**config.mk**
```make
export PLATFORM = sky130hd
export DESIGN_NAME = br_resolve
export DESIGN_NICKNAME = d
export VERILOG_FILES = /design/src/rtl/br_resolve.sv
export SDC_FILE = /design/constraint.sdc
export NUM_CORES = 1
export LEC_CHECK = 0
export ABC_AREA = 0
export CAP_MARGIN = 20
export CELL_PAD_IN_SITES_DETAIL_PLACEMENT = 1
export CELL_PAD_IN_SITES_GLOBAL_PLACEMENT = 2
export CORE_AREA = 2 2 86 88
export DETAILED_ROUTE_END_ITERATION = 12
export DIE_AREA = 0 0 88 90
export GPL_TIMING_DRIVEN = 0
export PLACE_DENSITY = 0.77
export RECOVER_POWER = 25
export SLEW_MARGIN = 25
export SYNTH_ARGS = -nofsm -noshare
export SYNTH_HDL_FRONTEND = slang
export SYNTH_SLANG_ARGS = --single-unit
```
**constraint.sdc**
```tcl
create_clock -name clk -period 1.6 [get_ports clk]
set_input_delay 0.16 -clock clk [delete_from_list [all_inputs] [get_ports clk]]
set_output_delay 0.16 -clock clk [all_outputs]
set_load 0.005 [all_outputs]
```
**src/rtl/br_resolve.sv**
```systemverilog
// Branch resolution controller: holds a branch in ID until its load-dependent operands
// arrive, then issues a held PC redirect over a valid/ready handshake.
// Optional statistics counters are enabled by defining BR_RESOLVE_STAT_EN.
module br_resolve (
  input  logic        clk,
  input  logic        resetn,
  input  logic        flush,
  input  logic        adv,
  input  logic        id_br,
  input  logic        realj,
  input  logic [1:0]  wait_seg,
  input  logic [31:0] br_target,
  input  logic        br_ready,
  output logic        id_stall,
  output logic        br_valid,
  output logic [31:0] br_pc
`ifdef BR_RESOLVE_STAT_EN
  ,
  output logic [31:0] br_total,
  output logic [31:0] br_taken
`endif
);

  typedef enum logic [1:0] {
    IDLE = 2'd0,
    WAIT = 2'd1,
    SEND = 2'd2
  } st_e;

  st_e         st_q, st_d;
  logic [1:0]  cnt_q, cnt_d;
  logic [31:0] br_pc_q, br_pc_d;
  logic [1:0]  seg_eff;
  logic        resolve;
  logic        take;

  // A wait of 3 stages cannot occur in this pipeline; saturate it to 2.
  assign seg_eff = (wait_seg == 2'd3) ? 2'd2 : wait_seg;

  // NOTE: every signal written here gets a default first, so no path can infer a latch.
  always_comb begin
    st_d    = st_q;
    cnt_d   = cnt_q;
    br_pc_d = br_pc_q;
    resolve = 1'b0;
    take    = 1'b0;
    if (flush) begin
      st_d  = IDLE;
      cnt_d = 2'd0;
    end else begin
      unique case (st_q)
        IDLE: begin
          if (id_br) begin
            if (seg_eff == 2'd0) begin
              resolve = 1'b1;
              take    = realj;
            end else begin
              st_d  = WAIT;
              cnt_d = seg_eff;
            end
          end
        end
        WAIT: begin
          if (cnt_q != 2'd0) begin
            if (adv) cnt_d = cnt_q - 2'd1;
          end else begin
            resolve = 1'b1;
            take    = realj;
          end
        end
        SEND: begin
          if (br_ready) st_d = IDLE;
        end
        default: st_d = IDLE;
      endcase
      if (resolve) begin
        st_d = take ? SEND : IDLE;
        if (take) br_pc_d = br_target;
      end
    end
  end

  // Flush and reset must silence the outputs in the same cycle, so these stay combinational.
  always_comb begin
    id_stall = 1'b0;
    if (resetn && !flush) begin
      unique case (st_q)
        IDLE:    id_stall = id_br && (seg_eff != 2'd0);
        WAIT:    id_stall = (cnt_q != 2'd0);
        SEND:    id_stall = id_br;
        default: id_stall = 1'b0;
      endcase
    end
  end

  assign br_valid = (st_q == SEND) && !flush;
  assign br_pc    = br_pc_q;

  // NOTE: sequential state uses non-blocking assignments so every register samples pre-edge values.
  always_ff @(posedge clk or negedge resetn) begin
    if (!resetn) begin
      st_q    <= IDLE;
      cnt_q   <= 2'd0;
      br_pc_q <= 32'd0;
    end else begin
      st_q    <= st_d;
      cnt_q   <= cnt_d;
      br_pc_q <= br_pc_d;
    end
  end

`ifdef BR_RESOLVE_STAT_EN
  logic [31:0] total_q, taken_q;

  always_ff @(posedge clk or negedge resetn) begin
    if (!resetn) begin
      total_q <= 32'd0;
      taken_q <= 32'd0;
    end else begin
      total_q <= total_q + {31'd0, resolve};
      taken_q <= taken_q + {31'd0, take};
    end
  end

  assign br_total = total_q;
  assign br_taken = taken_q;
`endif

endmodule

```
==> impl_results.md <==
* Wire per inst at 13.5 um
* Slowest stage delay, CP at 380 ps
* Syn avg cell area at 15.7 um2
* Worst Tran Pin Value at 873 ps
* Vias in the first global route at 1,341
* Sequential cell area fraction in the yosys report at 54.5%
* Setup crit start kind: flip-flop
* Largest net degree at the start of global routing at 20
* Vias per cell at 4.06
* Register bit total from synthesis at 36
* Mux contribution to synthesized area at 28.4%
* Layout cell share with drive strength beyond 1 at 32.1%
* Fillers at 743
* Initial DRC Count at 7
* Die footprint at 7920 um2
* Rows at 31
* Post-Synth XOR/XNOR Area at 0%
* Worst setup EP type: flip-flop
* Setup Viol. Count Final at 34
* Initial antenna violation count at 0
* Overflow after GRT at 0
* Leakage at 1.20 nW
* Cell taking the most area after synthesis: dfrtp_1
* Most frequent cells in the layout: 70 x clkdlybuf4s50_1, 35 x dfrtp_1, 32 x mux2_4, 7 x clkbuf_8
* I/O pins at 75
* Slew Limit Fails at 0
* Die height at 90 um
* Chip Width at 88 um
* Initial core utilization at 23.5%
* Fin. Hold Viols at 0
* Tcrit/Tclk final at 107%
* YS warnings at 0
* Most common cell after layout, fill and taps aside: clkdlybuf4s50_1
* Total core area at 7020 um2
* PortBufs at 74
* Synth unique cells at 23
* Syn_nets at 147
* Worst min path class: in -> reg
* CTS Buffer Depth at 2
* Synth Area in Simple Gates at 5.08%
* Maxcap violations at 0
* Detailed-route via count at 1,199
* Sum Neg Setup Slack at -2770 ps
* Final Critical Period at 1710 ps
* Final ANT Viol Nets at 0
* Status: finished, violations left
* Clk_skew at 2.32 ps
* FF-to-FF setup slack at -110 ps
* Final worst slack at -106 ps
* Clock Sinks at 36
* Share of Yosys cell area claimed by the top area cell type at 54.5%
* Maximum VDD drop at 0.000420 V
* CP Cell Sequence: nand2b_4, o31ai_2, and3_1, buf_8, clkbuf_16, mux2_4
* H-tree depth at 2
* Post-Route WL at 4.00 mm
* Critical path type: reg -> reg
* Global-route wire length before repair at 6.15 mm
* Critical Path Fanout Max at 7
* Failing checks: setup timing
* Slew headroom at 41.6%
* Clk slew on worst S/H paths at 70 ps
* RSZ-0062 raised after global routing: true
* HPWL Detailed at 2.74 mm
* Synth Instances at 105
* Clock root buffer: clkbuf_8
* Skew-Pair Late Insertion Delay at 280 ps
* Largest cells by area after synthesis: dfrtp_1 55%, mux2_4 26%, buf_12 3.6%
* Slowest cell on the critical path: dfrtp_1
* # diodes at 0
* Compound-Gate Fraction of Synth Area at 4.85%
* Total track usage at 10.1%
* Number of CTS-inserted buffers at 5
* Fin nets at 238
* Required @ worst endpoint at 1770 ps
* Final total power at 3.35 mW
* Mapped cell area at 1650 um2
* Pwr Density at 1200 nW/um2
* Worst Path Arrival at 1870 ps
* RePlAce Congestion at 0.690
* Achievable Freq at 586 MHz
* CTS tree: done
* Combinational family with the most area after synthesis: multiplexers
* Fraction of the mapped netlist area in adder cells at 0.758%
* Post-route DRC at 0
* Area Growth Syn to Fin at 69.5%
* First-pass iteration count of the detailed router at 2
## repair_timing
item,CTS,global route
pin swaps,1,2
setup endpoints to repair,35,36
setup buffers,4,2
hold endpoints to repair,17,0
hold buffers,2,0
resized for setup,12,3
cloned,0,3
## area by class of cell
type / count / area, um2 / share of cell area [%]
timing repair buffer: 86 / 908 / 32.5
inverter: 5 / 18.8 / 0.671
tap: 99 / 124 / 4.43
buffer: 4 / 75.1 / 2.68
sequential: 36 / 902 / 32.2
clock buffer: 7 / 96.3 / 3.44
multi-input combinational: 58 / 674 / 24.1
## critical path: cells and delay by family (launching register included)
| family | cells | cell delay, ps |
|---|---|---|
| flip-flops | 1 | 380 |
| AND/OR/NAND/NOR | 2 | 370 |
| buffers and inverters | 2 | 350 |
| multiplexers | 1 | 290 |
| AO/OA/AOI/OAI | 1 | 200 |
## metal layers
layer / vias up / part of all wire, % / global-route usage, %
li1: 547 / - / -
met1: 598 / 43 / 11.7
met2: 49 / 49 / 17.2
met3: 5 / 5.8 / 2.30
met4: 0 / 1.7 / 5.00
met5: - / 0 / 0
## state kept, by name (all words and copies together) (netlist names)
name,cells
br_pc,32
cnt_q,2
st_q,2
## synthesized netlist by cell type
cell type  instances
a2111o_1           1
nand2_1            2
and2b_2            1
nor3b_1            2
nand2b_4           1
or4_1              1
a21oi_1            4
dfrtp_1           36
o31ai_1            2
clkbuf_1           1
buf_6              2
o21ai_0            1
ha_1               1
mux2_4            29
a21o_1             1
nor2_1             4
buf_12             3
a2bb2oi_1          1
mux2_2             3
and3_1             1
inv_1              5
nor3_1             2
o31ai_2            1
## power breakdown
part,total (mW),internal [mW],leakage [nW],switching [mW]
logic,1.30,0.990,0.715,0.310
registers,1.36,1.20,0.436,0.161
clock network,0.688,0.383,0.0503,0.305
## cells by family (layout without fill, tap and decap cells)
group,Yosys count,in the layout
compound gates,11,11
buf+inv,11,102
flops,36,36
fa+ha+maj,1,1
simple gates,14,14
mux,32,32
## final timing paths
kind | start | end | depth (start not counted)
setup / recovery | st_q[0] | br_pc[31] | 6
hold / removal | br_ready | st_q[1] | 3
setup reg to reg | st_q[0] | br_pc[31] | 6
hold reg to reg | br_pc[25] | br_pc[25] | 1
max in group asynchronous | resetn | st_q[0] | 3
min in group asynchronous | resetn | cnt_q[0] | 2
## metrics by stage
stage | utilization, % | std cells | instance area (um2) | worst slack (ps) | hold slack, ps
finish | 39.9 | 295 | 2800 | -106 | 460
global route | 39.9 | 295 | 2800 | -176 | 479
CTS | 38.6 | 291 | 2710 | -131 | 447
detailed placement | 36.2 | 279 | 2540 | -358 | 150
global placement | 35.8 | 278 | 2520 | -1300 | 490
floorplan | - | 105 | 1650 | -36.9 | -136
Power figures use the tool's default switching activity.
